===== src/rtl/v3a_sched_pkg.sv =====
// Shared types for the v3a queue-controller scheduler: op codes, FSM states
// and small op-classification helpers.
package v3a_sched_pkg;

  typedef enum logic [2:0] {
    OP_ENQ_BACK  = 3'd0,
    OP_ENQ_FRONT = 3'd1,
    OP_DEQ_BACK  = 3'd2,
    OP_DEQ_FRONT = 3'd3,
    OP_UPD       = 3'd4,
    OP_DEL       = 3'd5
  } op_e;

  typedef enum logic [1:0] {
    S_IDLE,
    S_ISSUE,
    S_WAIT,
    S_RESP
  } state_e;

  function automatic logic is_enq(input logic [2:0] op);
    return (op == OP_ENQ_BACK) || (op == OP_ENQ_FRONT);
  endfunction

  function automatic logic is_deq(input logic [2:0] op);
    return (op == OP_DEQ_BACK) || (op == OP_DEQ_FRONT);
  endfunction

  function automatic logic is_valid_op(input logic [2:0] op);
    return op <= OP_DEL;
  endfunction

endpackage


===== src/rtl/v3a_rr_arbiter.sv =====
// Round-robin one-hot arbiter; the search starts at ptr, and ptr moves to
// winner+1 whenever the caller accepts the grant.
module v3a_rr_arbiter #(
  parameter  int p_num = 4,
  localparam int iw    = $clog2(p_num)
) (
  input  logic             clk,
  input  logic             rst,
  input  logic [p_num-1:0] req,
  input  logic             advance,
  output logic [p_num-1:0] grant,
  output logic [iw-1:0]    idx,
  output logic             any
);

  logic [iw-1:0] ptr;

  // NOTE: every output gets a default before the loop so no path leaves a
  // variable unassigned, which would otherwise infer a latch.
  always_comb begin
    int            j;
    logic [iw-1:0] jj;
    grant = '0;
    idx   = '0;
    any   = 1'b0;
    j     = 0;
    jj    = '0;
    for (int i = 0; i < p_num; i++) begin
      j  = (int'(ptr) + i) % p_num;
      jj = iw'(j);
      if (!any && req[jj]) begin
        any       = 1'b1;
        idx       = jj;
        grant[jj] = 1'b1;
      end
    end
  end

  // NOTE: state registers use non-blocking assignments so every flop samples
  // the pre-edge values, independent of statement order.
  always_ff @(posedge clk or negedge rst) begin
    if (!rst) begin
      ptr <= '0;
    end else if (advance && any) begin
      ptr <= (idx == iw'(p_num - 1)) ? '0 : idx + 1'b1;
    end
  end

endmodule


===== src/rtl/v3a_op_sched.sv =====
// Shares one v3a queue controller between p_num_req requesters: round-robin
// accept, per-op enable discipline, completion wait with watchdog, response.
module v3a_op_sched
  import v3a_sched_pkg::*;
#(
  parameter int p_num_req   = 4,
  parameter int p_depth     = 32,
  parameter int p_ptrwidth  = $clog2(p_depth),
  parameter int p_chanwidth = 32,
  parameter int p_timeout   = 2 * p_depth + 4
) (
  input  logic                                  clk,
  input  logic                                  rst,
  input  logic [p_num_req-1:0]                  req_val,
  output logic [p_num_req-1:0]                  req_rdy,
  input  logic [p_num_req-1:0][2:0]             req_op,
  input  logic [p_num_req-1:0][p_ptrwidth-1:0]  req_tag,
  input  logic [p_num_req-1:0][p_chanwidth-1:0] req_data,
  output logic [p_num_req-1:0]                  resp_val,
  output logic [p_ptrwidth-1:0]                 resp_tag,
  output logic [p_chanwidth-1:0]                resp_data,
  output logic                                  resp_err,
  output logic                                  enq_back_en,
  output logic                                  enq_front_en,
  output logic                                  deq_back_en,
  output logic                                  deq_front_en,
  output logic                                  upd_en,
  output logic                                  del_en,
  input  logic                                  enq_back_cpl,
  input  logic                                  enq_front_cpl,
  input  logic                                  deq_back_cpl,
  input  logic                                  deq_front_cpl,
  input  logic                                  upd_cpl,
  input  logic                                  del_cpl,
  input  logic [p_ptrwidth-1:0]                 enq_back_tag_out,
  input  logic [p_ptrwidth-1:0]                 enq_front_tag_out,
  input  logic [p_chanwidth-1:0]                deq_back_data,
  input  logic [p_chanwidth-1:0]                deq_front_data,
  output logic [p_chanwidth-1:0]                q_op_data,
  output logic [p_ptrwidth-1:0]                 q_op_tag
);

  localparam int iw   = $clog2(p_num_req);
  localparam int cw   = p_ptrwidth + 1;
  localparam int wd_w = $clog2(p_timeout + 1);
  localparam logic [cw-1:0] full_c = cw'(p_depth);

  state_e                   state;
  logic [2:0]               op_q;
  logic [p_ptrwidth-1:0]    op_tag;
  logic [p_chanwidth-1:0]   op_data;
  logic [iw-1:0]            winner;
  logic [p_num_req-1:0]     winner_oh;
  logic [cw-1:0]            count;
  logic [wd_w-1:0]          wd;

  logic [p_num_req-1:0]     grant;
  logic [iw-1:0]            gidx;
  logic                     any_req, accept, busy, reject, timeout, cpl_hit;
  logic [2:0]               op_in;
  logic [p_ptrwidth-1:0]    cpl_tag;
  logic [p_chanwidth-1:0]   cpl_data;

  assign accept    = (state == S_IDLE) && any_req;
  assign req_rdy   = accept ? grant : '0;
  assign busy      = (state == S_ISSUE) || (state == S_WAIT);
  assign timeout   = busy && (wd == wd_w'(p_timeout - 1));
  assign q_op_data = op_data;
  assign q_op_tag  = op_tag;

  v3a_rr_arbiter #(.p_num(p_num_req)) u_arb (
    .clk     (clk),
    .rst     (rst),
    .req     (req_val),
    .advance (accept),
    .grant   (grant),
    .idx     (gidx),
    .any     (any_req)
  );

  always_comb begin
    op_in     = req_op[gidx];
    reject    = !is_valid_op(op_in)
              || ( is_enq(op_in) && (count == full_c))
              || (!is_enq(op_in) && (count == '0));
    winner_oh = '0;
    winner_oh[winner] = 1'b1;
  end

  // enq/deq fire only in ISSUE; upd/del hold through the search and drop
  // combinationally in the completion cycle so no second search starts.
  always_comb begin
    enq_back_en  = (state == S_ISSUE) && (op_q == OP_ENQ_BACK);
    enq_front_en = (state == S_ISSUE) && (op_q == OP_ENQ_FRONT);
    deq_back_en  = (state == S_ISSUE) && (op_q == OP_DEQ_BACK);
    deq_front_en = (state == S_ISSUE) && (op_q == OP_DEQ_FRONT);
    upd_en       = busy && (op_q == OP_UPD) && !upd_cpl;
    del_en       = busy && (op_q == OP_DEL) && !del_cpl;
  end

  always_comb begin
    cpl_hit  = 1'b0;
    cpl_tag  = '0;
    cpl_data = '0;
    case (op_q)
      OP_ENQ_BACK: begin
        cpl_hit = (state == S_WAIT) && enq_back_cpl;
        cpl_tag = enq_back_tag_out;
      end
      OP_ENQ_FRONT: begin
        cpl_hit = (state == S_WAIT) && enq_front_cpl;
        cpl_tag = enq_front_tag_out;
      end
      OP_DEQ_BACK: begin
        cpl_hit  = (state == S_WAIT) && deq_back_cpl;
        cpl_data = deq_back_data;
      end
      OP_DEQ_FRONT: begin
        cpl_hit  = (state == S_WAIT) && deq_front_cpl;
        cpl_data = deq_front_data;
      end
      OP_UPD:  cpl_hit = busy && upd_cpl;
      OP_DEL:  cpl_hit = busy && del_cpl;
      default: cpl_hit = 1'b0;
    endcase
  end

  always_ff @(posedge clk or negedge rst) begin
    if (!rst) begin
      state     <= S_IDLE;
      op_q      <= '0;
      op_tag    <= '0;
      op_data   <= '0;
      winner    <= '0;
      count     <= '0;
      wd        <= '0;
      resp_val  <= '0;
      resp_err  <= 1'b0;
      resp_tag  <= '0;
      resp_data <= '0;
    end else begin
      resp_val <= '0;
      case (state)
        S_IDLE: begin
          if (any_req) begin
            op_q    <= op_in;
            op_tag  <= req_tag[gidx];
            op_data <= req_data[gidx];
            winner  <= gidx;
            wd      <= '0;
            if (reject) begin
              state     <= S_RESP;
              resp_val  <= grant;
              resp_err  <= 1'b1;
              resp_tag  <= '0;
              resp_data <= '0;
            end else begin
              state <= S_ISSUE;
            end
          end
        end
        S_ISSUE, S_WAIT: begin
          wd <= wd + 1'b1;
          if (cpl_hit) begin
            state     <= S_RESP;
            resp_val  <= winner_oh;
            resp_err  <= 1'b0;
            resp_tag  <= cpl_tag;
            resp_data <= cpl_data;
            if (is_enq(op_q) && (count != full_c)) begin
              count <= count + 1'b1;
            end else if ((is_deq(op_q) || (op_q == OP_DEL)) && (count != '0)) begin
              count <= count - 1'b1;
            end
          end else if (timeout) begin
            // A lost completion leaves occupancy untouched; only the error is reported.
            state     <= S_RESP;
            resp_val  <= winner_oh;
            resp_err  <= 1'b1;
            resp_tag  <= '0;
            resp_data <= '0;
          end else begin
            state <= S_WAIT;
          end
        end
        default: state <= S_IDLE;
      endcase
    end
  end

endmodule


===== config.mk =====
export PLATFORM = sky130hd
export DESIGN_NAME = v3a_op_sched
export DESIGN_NICKNAME = d
export VERILOG_FILES = /design/src/rtl/v3a_sched_pkg.sv /design/src/rtl/v3a_rr_arbiter.sv /design/src/rtl/v3a_op_sched.sv
export SDC_FILE = /design/constraint.sdc
export NUM_CORES = 1
export LEC_CHECK = 0
export BUFFER_PORTS_ARGS = -buffer_cell sky130_fd_sc_hd__buf_4
export CORE_MARGIN = 8
export CORE_UTILIZATION = 53
export CTS_BUF_LIST = sky130_fd_sc_hd__clkbuf_4
export CTS_CLUSTER_SIZE = 25
export DETAILED_ROUTE_END_ITERATION = 8
export HOLD_SLACK_MARGIN = 0.15
export PLACE_DENSITY = 0.95
export SYNTH_ARGS = -nofsm -noshare
export SYNTH_HDL_FRONTEND = slang
export SYNTH_SLANG_ARGS = --single-unit

===== constraint.sdc =====
create_clock -name clk -period 8.55 [get_ports clk]
set_input_delay 1.2825 -clock clk [delete_from_list [all_inputs] [get_ports clk]]
set_output_delay 1.2825 -clock clk [all_outputs]
set_load 0.01 [all_outputs]

==> reports/metrics.cfg, run 1 <==
[power]
internal_power_mw=1.80
proportion_of_total_power_due_to_net_switching_pct=51.1
p_per_area_nw_per_um2=372
p_clk_share_pct=6.5
combinational_share_of_power_pct=69.5
power.leakage_nw=4.65
switching_power_mw=1.88
power.share.sequential_pct=23.9
power.ir.vdd_worst_mv=0.195

[clocking]
cts-root-buf=sky130_fd_sc_hd__clkbuf_4
h-tree-depth=3
number_of_hold_repair_buffers_added_at_the_cts_stage=0
cts-buffers-inserted=9
cts_sinks=101
cts_setup_buffers=0
source_to_sink_clock_delay_at_the_later_pin_of_the_worst_skew_pair_ns=0.44
cts_resized=0
cts_tree=built
clockBufferDepth=2
cts.clk_slew.worst_paths_ns=0.14

[timing]
timing_worst_slew_pin_value_ns=1.18
timing.fmax_mhz=207
final.min_clock_period_ns=4.82
number_of_failing_setup_endpoints_in_the_final_timing_report=0
maxSlewHeadroom_pct=21.1
final.hold.worst_slack_ns=0.495
fin_setup_tns_ns=0
finClkSkew_ns=0.0144
hold_violations=0
min_period_over_period_pct=56.4
layout_setup_ws_ns=3.73
setup_repair_after_global_routing_missed_its_margin=no
maxSlewViolCount=0

[min_path]
worst_hold_path_type=flip-flop to flip-flop

[global_routing]
maximum_number_of_pins_on_one_net_before_global_route_repair=91
gr-total-overflow=0
grt_antenna_before_repair=2
grt_first_pass_wirelength_um=41300
first_global_vias=8150
grt_use_total_pct=28.5

[layout]
final_area_um2=9880
area_delta_synth_final_pct=36.6
drive_gt1_share_pct=31.6
fin_nets=1487
final_util_pct=74.3

[drt]
vias_per_cell=5.87
first_iter_violations=924
routed_wl_um=26200
drc_errors=0
routedWlPerCell_um=18.6
vias=8257
drt-pass1-iter-count=7
ant_nets=0

[floorplan]
start_util_pct=54.4
floorplan.rows=42
dieArea_um2=17600
die-width_um=133
fp.dieH_um=133
core_box_area_um2=13300
ioPinCount=335

[yosys]
synth_nets=1206
synth.cell_area_um2=7230
syn-mean-instance-area_um2=7.65
asyncSetResetFlopFracSynth_pct=100
most_used_flip_flop_cell_after_synthesis=sky130_fd_sc_hd__dfrtp_1
ys_seq_area_share_pct=34.9
synth_area_leader_cell=sky130_fd_sc_hd__dfrtp_1
post_synth_main_area_contributors=sky130_fd_sc_hd__dfrtp_1, sky130_fd_sc_hd__nand2_1, sky130_fd_sc_hd__nor2_1
edff_count_synth=0
netlist_instances=945
yosysUniqueCellTypes=54
ys_ff_latch=101
yosysWarningCount=0
synthDominantCellAreaShare_pct=34.9

[status]
result_of_the_run=completed

[setup_path]
slowest_stage=sky130_fd_sc_hd__nor2_4
endpoint_kind=flip-flop
timing.critical_path.from_type=flip-flop
critical_path.max_fanout=79
critPathKind=flip-flop to flip-flop
required_ns=8.83
cpPeakStageDelay_ns=0.84
critPathArrivalTime_ns=5.10
chain_of_cells_forming_the_critical_path=inv_1 -> ha_1 -> mux4_2 -> o21ai_1 -> and2_2 -> buf_4 -> a221oi_2 -> a31o_2 -> nor2_4 -> o211ai_1
critical_path_buf_inv_count=2
critical-path-top-delay-family=simple AND/OR/NAND/NOR gates

[run]
cap_viol_max_count=0

[placed_design]
detailedPlace.worstSlack_ns=3.71
dp_area_um2=9750
hpwl_um=20000
place_congestion=0.872
io_buffer_count=334

cell families (layout without fill, tap and decap cells):
logic type / count (synthesis) / after routing / synth area share (%)
flip-flops: 101 / 101 / 34.9
other: 0 / 2 / 0
multiplexers: 18 / 18 / 3.46
AND/OR/NAND/NOR: 459 / 459 / 29.1
adder cells (fa/ha/maj): 15 / 15 / 2.70
XOR/XNOR: 9 / 9 / 1.09
AO/OA/AOI/OAI: 253 / 253 / 23.6
buffers and inverters: 90 / 374 / 5.12
path summary, 6_finish.rpt:
check	from	endpoint	slack [ns]	cells past startpoint
hold reg to reg	q_op_data[6]	q_op_data[6]	0.50	2
setup reg to reg	u_arb.ptr[0]	resp_data[28]	3.73	10
setup / recovery	u_arb.ptr[0]	resp_data[28]	3.73	10
min in group asynchronous	rst	count[0]	0.70	1
hold / removal	q_op_data[6]	q_op_data[6]	0.50	2
max in group asynchronous	rst	resp_data[9]	6.53	2
power groups by stage:
stage               clock [mW]  combinational (mW)  sequential, mW
floorplan                    0                1.72           0.905
global placement             0                2.47           0.873
detailed placement           0                2.54           0.886
CTS                      0.243                2.54           0.877
global route             0.263                2.83           0.909
finish                   0.239                2.55           0.880
layer usage:
layer	GRT usage, %	routed length [µm]
met5	0	0
met1	30.8	9300
met3	9.05	2410
met4	12.6	1040
met2	50.0	13400
worst min-delay path: cells and delay by family (launching register included):
kind	cells	cell delay, ns
flip-flops	1	0.37
AND/OR/NAND/NOR	1	0.04
AO/OA/AOI/OAI	1	0.06
layout by cell type, fill, tap and decap left out, drive strengths merged, types with 7 or more instances in the layout:
master	synthesis	routed
nand2	188	188
a22o	30	30
nor3	13	13
o211ai	43	43
nand2b	10	10
inv	15	15
nand3	43	43
a21oi	9	9
clkbuf	57	11
ha	14	14
a22oi	44	44
nand4b	39	39
nor2	139	139
buf	18	345
mux2i	7	7
dfrtp	101	101
o21ai	92	92
state kept, by name, indices dropped and copies added (netlist names):
| register | count |
|---|---|
| resp_data | 32 |
| state | 2 |
| resp_tag | 5 |
| u_arb.ptr | 2 |
| op_q | 3 |
| count | 6 |
| wd | 7 |
| q_op_tag | 5 |
| resp_err | 1 |
| winner | 2 |
| q_op_data | 32 |
| resp_val | 4 |
cell usage after synthesis (15+ instances only):
master / n
sky130_fd_sc_hd__dfrtp_1: 101
sky130_fd_sc_hd__inv_1: 15
sky130_fd_sc_hd__o21ai_0: 87
sky130_fd_sc_hd__clkbuf_1: 57
sky130_fd_sc_hd__a22oi_1: 44
sky130_fd_sc_hd__nor2_1: 138
sky130_fd_sc_hd__nand3_1: 43
sky130_fd_sc_hd__a22o_1: 30
sky130_fd_sc_hd__nand2_1: 188
sky130_fd_sc_hd__nand4b_1: 39
sky130_fd_sc_hd__o211ai_1: 43
through the flow:
stage                     cells  power (mW)
after floorplan             945        2.63
after global placement     1391        3.34
after detailed placement   1391        3.42
after CTS                  1405        3.66
after global routing       1407        4.00
final                      1407        3.67
final cells by class:
type | instances | area, µm²
diodes | 2 | 5.00
clock buffers | 11 | 82.6
clock inverters | 3 | 38.8
fillers | 1016 | 3420
inverters | 15 | 56.3
multi-input cells | 754 | 4360
flip-flops and latches | 101 | 2530
well taps | 176 | 220
repair buffers | 345 | 2590
Note: power is estimated with default switching activity, not from simulation.
==> run 2: changes to the inputs <==
--- a/config.mk
+++ b/config.mk
@@ -5,14 +5,15 @@
 export SDC_FILE = /design/constraint.sdc
 export NUM_CORES = 1
 export LEC_CHECK = 0
+export ABC_AREA = 1
 export BUFFER_PORTS_ARGS = -buffer_cell sky130_fd_sc_hd__buf_4
 export CORE_MARGIN = 8
-export CORE_UTILIZATION = 53
+export CORE_UTILIZATION = 43
 export CTS_BUF_LIST = sky130_fd_sc_hd__clkbuf_4
 export CTS_CLUSTER_SIZE = 25
 export DETAILED_ROUTE_END_ITERATION = 8
 export HOLD_SLACK_MARGIN = 0.15
-export PLACE_DENSITY = 0.95
+export PLACE_DENSITY = 0.91
 export SYNTH_ARGS = -nofsm -noshare
 export SYNTH_HDL_FRONTEND = slang
 export SYNTH_SLANG_ARGS = --single-unit
==> constraint.sdc (replaced) <==
create_clock -name clk -period 3.9 [get_ports clk]
set_input_delay 0.585 -clock clk [delete_from_list [all_inputs] [get_ports clk]]
set_output_delay 0.585 -clock clk [all_outputs]
set_load 0.01 [all_outputs]
==> run 2 against run 1 <==
  * Via count shrank 9.2%
  * Design area down 7.2%
  * Sequential power up 95%
  * First-iteration DRC count shrank 45%
  * Cell count fell by 1.7%
  * Power rose by 130%
  * Global-route usage fell by 4.0 points
==> reports/metrics.cfg, run 2 <==
[setup_path]
critPathArrivalTime_ns=2.88  ; -2.22 ns
required_ns=3.31  ; -5.52 ns
timing.critical_path.from_type=flip-flop
ff2ff_setup_slack_ns=0.58  ; -3.15 ns
critical_path.max_fanout=9  ; -89%
critPathKind=flip-flop to output pin
endpoint_kind=output pin

[yosys]
share_of_synthesized_cell_area_in_and_or_nand_and_nor_gates_pct=27.9  ; -1.2 points
ys_seq_area_share_pct=39.1  ; +4.2 points
synth-adder-area-share_pct=3.02  ; +0.32 points
yosysUniqueCellTypes=37  ; -31%
synth.top_cells.by_count=sky130_fd_sc_hd__nor2_1, sky130_fd_sc_hd__nand2_1, sky130_fd_sc_hd__dfrtp_1, sky130_fd_sc_hd__o21ai_0, sky130_fd_sc_hd__nand3_1
edff_count_synth=0  ; unchanged
synthXorXnorAreaFrac_pct=0.814  ; -0.28 points
most_used_flip_flop_cell_after_synthesis=sky130_fd_sc_hd__dfrtp_1
post_synth_mux_area_share_pct=0  ; -3.5 points
synthDominantCellAreaShare_pct=39.1  ; +4.2 points
synth_area_leader_cell=sky130_fd_sc_hd__dfrtp_1
ys_ff_latch=101  ; unchanged
netlist_instances=895  ; -5.3%
synth_most_common_cell=sky130_fd_sc_hd__nor2_1
post_synth_main_area_contributors=sky130_fd_sc_hd__dfrtp_1, sky130_fd_sc_hd__nor2_1, sky130_fd_sc_hd__nand2_1
asyncSetResetFlopFracSynth_pct=100  ; unchanged
area_fraction_in_compound_gates_after_synthesis_pct=21.9  ; -1.7 points
main_combinational_cell_family_by_area_after_synthesis=simple AND/OR/NAND/NOR gates
synth.cell_area_um2=6460  ; -11%
yosysWarningCount=0  ; unchanged
syn-mean-instance-area_um2=7.22  ; -5.7%
synth_nets=1156  ; -4.1%

[global_routing]
grt_use_total_pct=24.6  ; -4.0 points
maximum_number_of_pins_on_one_net_before_global_route_repair=80  ; -12%
gr-total-overflow=0  ; unchanged
grt_antenna_before_repair=2  ; unchanged
first_global_vias=7527  ; -7.6%
grt_first_pass_wirelength_um=38600  ; -6.4%

[clocking]
source_to_sink_clock_delay_at_the_later_pin_of_the_worst_skew_pair_ns=0.50  ; +0.06 ns
number_of_hold_repair_buffers_added_at_the_cts_stage=0  ; unchanged
cts_resized=0  ; unchanged
cts_tree=built
cts.clk_slew.worst_paths_ns=0.17  ; +0.03 ns
cts-buffers-inserted=9  ; unchanged
cts-root-buf=sky130_fd_sc_hd__clkbuf_4
h-tree-depth=3  ; unchanged
clockBufferDepth=2  ; unchanged
cts_sinks=101  ; unchanged
cts_setup_buffers=0  ; unchanged

[timing]
timing.fmax_mhz=289
timing_worst_slew_pin_value_ns=0.950  ; -0.234 ns
finClkSkew_ns=0.0241  ; +0.00973 ns
maxSlewViolCount=0  ; unchanged
final.hold.worst_slack_ns=0.214  ; -0.282 ns
number_of_failing_setup_endpoints_in_the_final_timing_report=0  ; unchanged
final.min_clock_period_ns=3.46
maxSlewHeadroom_pct=36.7  ; +16 points
setup_repair_after_global_routing_missed_its_margin=no
min_period_over_period_pct=88.8
fin_setup_tns_ns=0  ; unchanged
hold_violations=0  ; unchanged

[placed_design]
io_buffer_count=334  ; unchanged
hpwl_um=19200  ; -4.1%
place_congestion=0.971  ; +11%

[min_path]
worst_hold_path_type=input port to async pin

[floorplan]
start_util_pct=44.3  ; -10 points
core_box_area_um2=14600  ; +9.7%
floorplan.rows=44  ; +4.8%
dieArea_um2=19200  ; +8.8%
ioPinCount=335  ; unchanged
fp.dieH_um=139  ; +4.3%
die-width_um=139  ; +4.3%

[power]
p_per_area_nw_per_um2=903  ; +140%
power.ir.vdd_worst_mv=0.455  ; +130%
power.leakage_nw=4.64  ; about the same

[drt]
routedWlPerCell_um=17.8  ; -4.4%
first_iter_violations=511  ; -45%
wl_met2_um=12100  ; -9.5%
vias=7499  ; -9.2%
met3RoutedLength_um=2580  ; +7.0%
vias_per_cell=5.42  ; -7.6%
drt-pass1-iter-count=5  ; -2
drc_errors=0  ; unchanged
m1WireLength_um=9060  ; -2.6%
top_signal_layer_used=met4
ant_nets=0  ; unchanged
routed_wl_um=24600  ; -6.1%

[run]
cap_viol_max_count=0  ; unchanged

[layout]
area_delta_synth_final_pct=42.0
final_cell_mix=sky130_fd_sc_hd__buf_4, sky130_fd_sc_hd__nor2_1, sky130_fd_sc_hd__nand2_1, sky130_fd_sc_hd__dfrtp_1, sky130_fd_sc_hd__o21ai_0
number_of_fill_cells_in_the_layout=1258  ; +24%
drive_gt1_share_pct=31.4  ; -0.16 points
fin_nets=1453  ; -2.3%
final_common_cell=sky130_fd_sc_hd__buf_4

[status]
result_of_the_run=completed

-- run 2: worst paths after layout --
| check | startpoint | to | cells after the start |
|---|---|---|---|
| max in group asynchronous | rst | q_op_data[31] | 2 |
| worst min register to register | resp_data[5] | resp_data[5] | 2 |
| worst max-delay path | u_arb.ptr[0] | req_rdy[0] | 12 |
| worst min-delay path | rst | resp_data[22] | 1 |
| worst max register to register | u_arb.ptr[0] | q_op_tag[3] | 14 |
| min in group clk | req_data[62] | q_op_data[30] | 3 |
-- run 2: power by group --
part           total [mW]  switching [mW]  internal, mW  leakage, nW
clock network       0.555           0.408         0.147       0.0736
registers            1.72           0.284          1.44         1.27
logic                6.00            3.79          2.22         3.30
total                8.28            4.48          3.80         4.64
-- run 2: layer usage --
metal	track usage [%]	vias to the layer above
met1	26.1	3468
met4	11.6	0
met3	9.18	51
met5	0	-
met2	42.3	345
li1	-	3635
-- run 2: kinds of logic (layout without fill, tap and decap cells) --
family,after synthesis,count (layout)
AO/OA/AOI/OAI,234,234
buffers and inverters,110,412
adder cells (fa/ha/maj),15,15
XOR/XNOR,6,6
other,0,2
AND/OR/NAND/NOR,429,429
flip-flops,101,101
-- run 2: per-stage QoR --
| stage | setup slack, ns | cell area, µm² | utilization, % | total power, mW | cells |
|---|---|---|---|---|---|
| final | 0.438 | 9170 | 62.8 | 8.28 | 1383 |
| after detailed placement | 0.600 | 9030 | 61.9 | 7.74 | 1365 |
| after global routing | 0.125 | 9170 | 62.8 | 9.10 | 1383 |
| after floorplan | 1.25 | 6460 | - | 6.01 | 895 |
| after CTS | 0.432 | 9160 | 62.8 | 8.29 | 1381 |
| after global placement | 0.745 | 9030 | 61.9 | 7.58 | 1365 |
-- run 2: worst max-delay path, stage by stage (launching register included) --
cell and delay, ns:
sky130_fd_sc_hd__dfrtp_1 0.54, sky130_fd_sc_hd__inv_2 0.15, sky130_fd_sc_hd__ha_1 0.43, sky130_fd_sc_hd__inv_1 0.10, sky130_fd_sc_hd__nand2_1 0.07, sky130_fd_sc_hd__nand2_1 0.09
sky130_fd_sc_hd__nor2_4 0.16, sky130_fd_sc_hd__nand3_2 0.16, sky130_fd_sc_hd__nand2_1 0.29, sky130_fd_sc_hd__inv_2 0.11, sky130_fd_sc_hd__o21ai_0 0.09, sky130_fd_sc_hd__inv_1 0.07
sky130_fd_sc_hd__buf_4 0.14
-- run 2: area by class of cell --
cell class                 instances  area, µm²  area share [%]
inverter                          50        188            2.05
clock buffer                       9       67.6           0.737
tap                              184        230            2.51
antenna                            2       5.00          0.0546
sequential                       101       2530            27.6
timing repair buffer             346       2620            28.6
clock inverter                     7       66.3           0.723
multi-input combinational        684       3460            37.8
==> run 3: changes to the inputs <==
--- a/config.mk
+++ b/config.mk
@@ -7,6 +7,7 @@
 export LEC_CHECK = 0
 export ABC_AREA = 1
 export BUFFER_PORTS_ARGS = -buffer_cell sky130_fd_sc_hd__buf_4
+export CORE_ASPECT_RATIO = 1.2
 export CORE_MARGIN = 8
 export CORE_UTILIZATION = 43
 export CTS_BUF_LIST = sky130_fd_sc_hd__clkbuf_4
==> run 3 against run 2 <==
  * Critical path depth is the same
  * Via count grew 2.5%
  * Worst setup slack lost 0.11 ns
  * Clock skew shrank 0.011 ns
  * Hold slack gained 0.034 ns
  * Die area is essentially flat
  * Sequential power is essentially flat
  * Largest cell class unchanged
  * Sequential cell count is the same
  * Maximum frequency shrank 3.0%
  * Non-clock buffer count grew 1
==> reports/metrics.cfg, run 3 (same netlist as run 2, synthesis figures left out) <==
[status]
result_of_the_run=completed

[setup_path]
critical_path.max_fanout=9  ; unchanged
slowest_stage=sky130_fd_sc_hd__dfrtp_1
endpoint_kind=output pin
cpPeakStageDelay_ns=0.52  ; -0.02 ns
timing.critical_path.mode_cell=sky130_fd_sc_hd__nand2_1
critical_path_buf_inv_count=5  ; unchanged
chain_of_cells_forming_the_critical_path=inv_2 -> ha_1 -> inv_1 -> nand2_1 -> nand2_1 -> nor2_4 -> nand3_2 -> nand2_1 -> inv_2 -> o21ai_0 -> inv_1 -> buf_4
critical-path-top-delay-family=simple AND/OR/NAND/NOR gates
critPathArrivalTime_ns=2.98  ; +0.10 ns
required_ns=3.31  ; about the same
critPathKind=flip-flop to output pin
timing.critical_path.from_type=flip-flop

[run]
cap_viol_max_count=0  ; unchanged

[drt]
first_iter_violations=521  ; +2.0%
ant_nets=0  ; unchanged
vias=7684  ; +2.5%
vias_per_cell=5.47  ; +0.93%
routed_wl_um=25800  ; +5.1%
routedWlPerCell_um=18.4  ; +3.5%
drt-pass1-iter-count=7  ; +2
drc_errors=0  ; unchanged

[floorplan]
fp.dieH_um=150  ; +8.4%
core_box_area_um2=14800  ; +1.7%
ioPinCount=335  ; unchanged
die-width_um=128  ; -7.7%
floorplan.rows=49  ; +11%
start_util_pct=43.5  ; -0.74 points
dieArea_um2=19200  ; about the same

[power]
sum_of_internal_switching_and_leakage_power_mw=8.28  ; about the same
power.leakage_nw=4.64  ; -0.11%
power.ir.vdd_worst_mv=0.723  ; +59%
p_per_area_nw_per_um2=901  ; -0.15%

[clocking]
source_to_sink_clock_delay_at_the_later_pin_of_the_worst_skew_pair_ns=0.47  ; -0.03 ns
cts-buffers-inserted=9  ; unchanged
cts_tree=built
cts_resized=0  ; unchanged
cts-root-buf=sky130_fd_sc_hd__clkbuf_4
clockBufferDepth=2  ; unchanged
cts_sinks=101  ; unchanged
cts_setup_buffers=0  ; unchanged
cts.clk_slew.worst_paths_ns=0.18  ; about the same
h-tree-depth=3  ; unchanged
number_of_hold_repair_buffers_added_at_the_cts_stage=0  ; unchanged

[placed_design]
numPlacedInstances=1386  ; +1.5%
io_buffer_count=334  ; unchanged
place_congestion=0.974  ; +0.33%
hpwl_um=20500  ; +6.6%
dp_area_um2=9050  ; +0.22%

[timing]
finClkSkew_ns=0.0135  ; -0.0106 ns
maxSlewHeadroom_pct=31.9  ; -4.8 points
timing.fmax_mhz=280  ; -3.0%
min_period_over_period_pct=91.5  ; +2.7 points
fin_setup_tns_ns=0  ; unchanged
hold_violations=0  ; unchanged
maxSlewViolCount=0  ; unchanged
setup_repair_after_global_routing_missed_its_margin=no
number_of_failing_setup_endpoints_in_the_final_timing_report=0  ; unchanged
final.hold.worst_slack_ns=0.248  ; +0.0344 ns
timing_worst_slew_pin_value_ns=1.02  ; +0.0713 ns
final.min_clock_period_ns=3.57  ; +0.106 ns

[global_routing]
grt_first_pass_wirelength_um=39500  ; +2.2%
grt_use_total_pct=25.8  ; +1.3 points
gr-total-overflow=0  ; unchanged
grt_antenna_before_repair=3  ; +1
first_global_vias=7604  ; +1.0%
maximum_number_of_pins_on_one_net_before_global_route_repair=79  ; -1.3%

[layout]
area.sequential_um2=2530  ; unchanged
drive_gt1_share_pct=31.6  ; +0.14 points
multi_input_comb_area_um2=3460  ; unchanged
final_common_cell=sky130_fd_sc_hd__buf_4
fin_nets=1454  ; +0.069%
area_delta_synth_final_pct=42.3
final_area_um2=9190  ; +0.22%
number_of_fill_cells_in_the_layout=1336  ; +6.2%
final_cell_mix=sky130_fd_sc_hd__buf_4, sky130_fd_sc_hd__nor2_1, sky130_fd_sc_hd__nand2_1, sky130_fd_sc_hd__dfrtp_1, sky130_fd_sc_hd__o21ai_0
layoutNonFillerInstCount=1404  ; +1.5%

[min_path]
worst_hold_path_type=input port to async pin

-- run 3: power by group --
group / internal [mW] / switching (mW) / leakage (nW)
clock network: 0.147 / 0.411 / 0.0681
registers: 1.44 / 0.280 / 1.27
logic: 2.20 / 3.81 / 3.30
total: 3.78 / 4.50 / 4.64
-- run 3: layout make-up --
class,instances,area share [%]
diodes,2,0.0545
clock buffers,9,0.735
clock inverters,7,0.722
inverters,50,2.04
multi-input cells,684,37.7
flip-flops and latches,101,27.5
well taps,204,2.78
repair buffers,347,28.5
-- run 3: worst reg2reg max path: cells and delay by family, from the launching register on --
| kind | cells | cell delay, ns |
|---|---|---|
| buffers and inverters | 3 | 0.83 |
| AND/OR/NAND/NOR | 7 | 0.83 |
| AO/OA/AOI/OAI | 3 | 0.61 |
| flip-flops | 1 | 0.52 |
| adder cells (fa/ha/maj) | 1 | 0.43 |
-- run 3: final timing paths --
path                                from       endpoint  slack (ns)  cells after the start
max in group asynchronous            rst  q_op_data[16]        2.60                      3
hold reg to reg            resp_data[28]  resp_data[28]        0.49                      2
setup reg to reg            u_arb.ptr[0]  q_op_data[24]        0.61                     14
setup / recovery            u_arb.ptr[0]     req_rdy[0]        0.33                     12
min in group clk            req_data[45]  q_op_data[13]        0.40                      3
hold / removal                       rst  resp_data[13]        0.25                      1
-- run 3: routing by layer --
| layer | track usage (%) | up-vias | wire length, µm |
|---|---|---|---|
| met2 | 45.2 | 417 | 12800 |
| li1 | - | 3636 | - |
| met1 | 27.7 | 3575 | 9260 |
| met4 | 9.95 | 4 | 766 |
| met5 | 0 | - | 27 |
| met3 | 9.82 | 52 | 2970 |
-- run 3: metrics by stage --
step                      util, %  worst slack [ns]
after global routing         61.9            0.0934
final                        61.9             0.332
after floorplan                 -              1.25
after detailed placement     61.0             0.708
after CTS                    61.9             0.359
after global placement       61.0             0.808
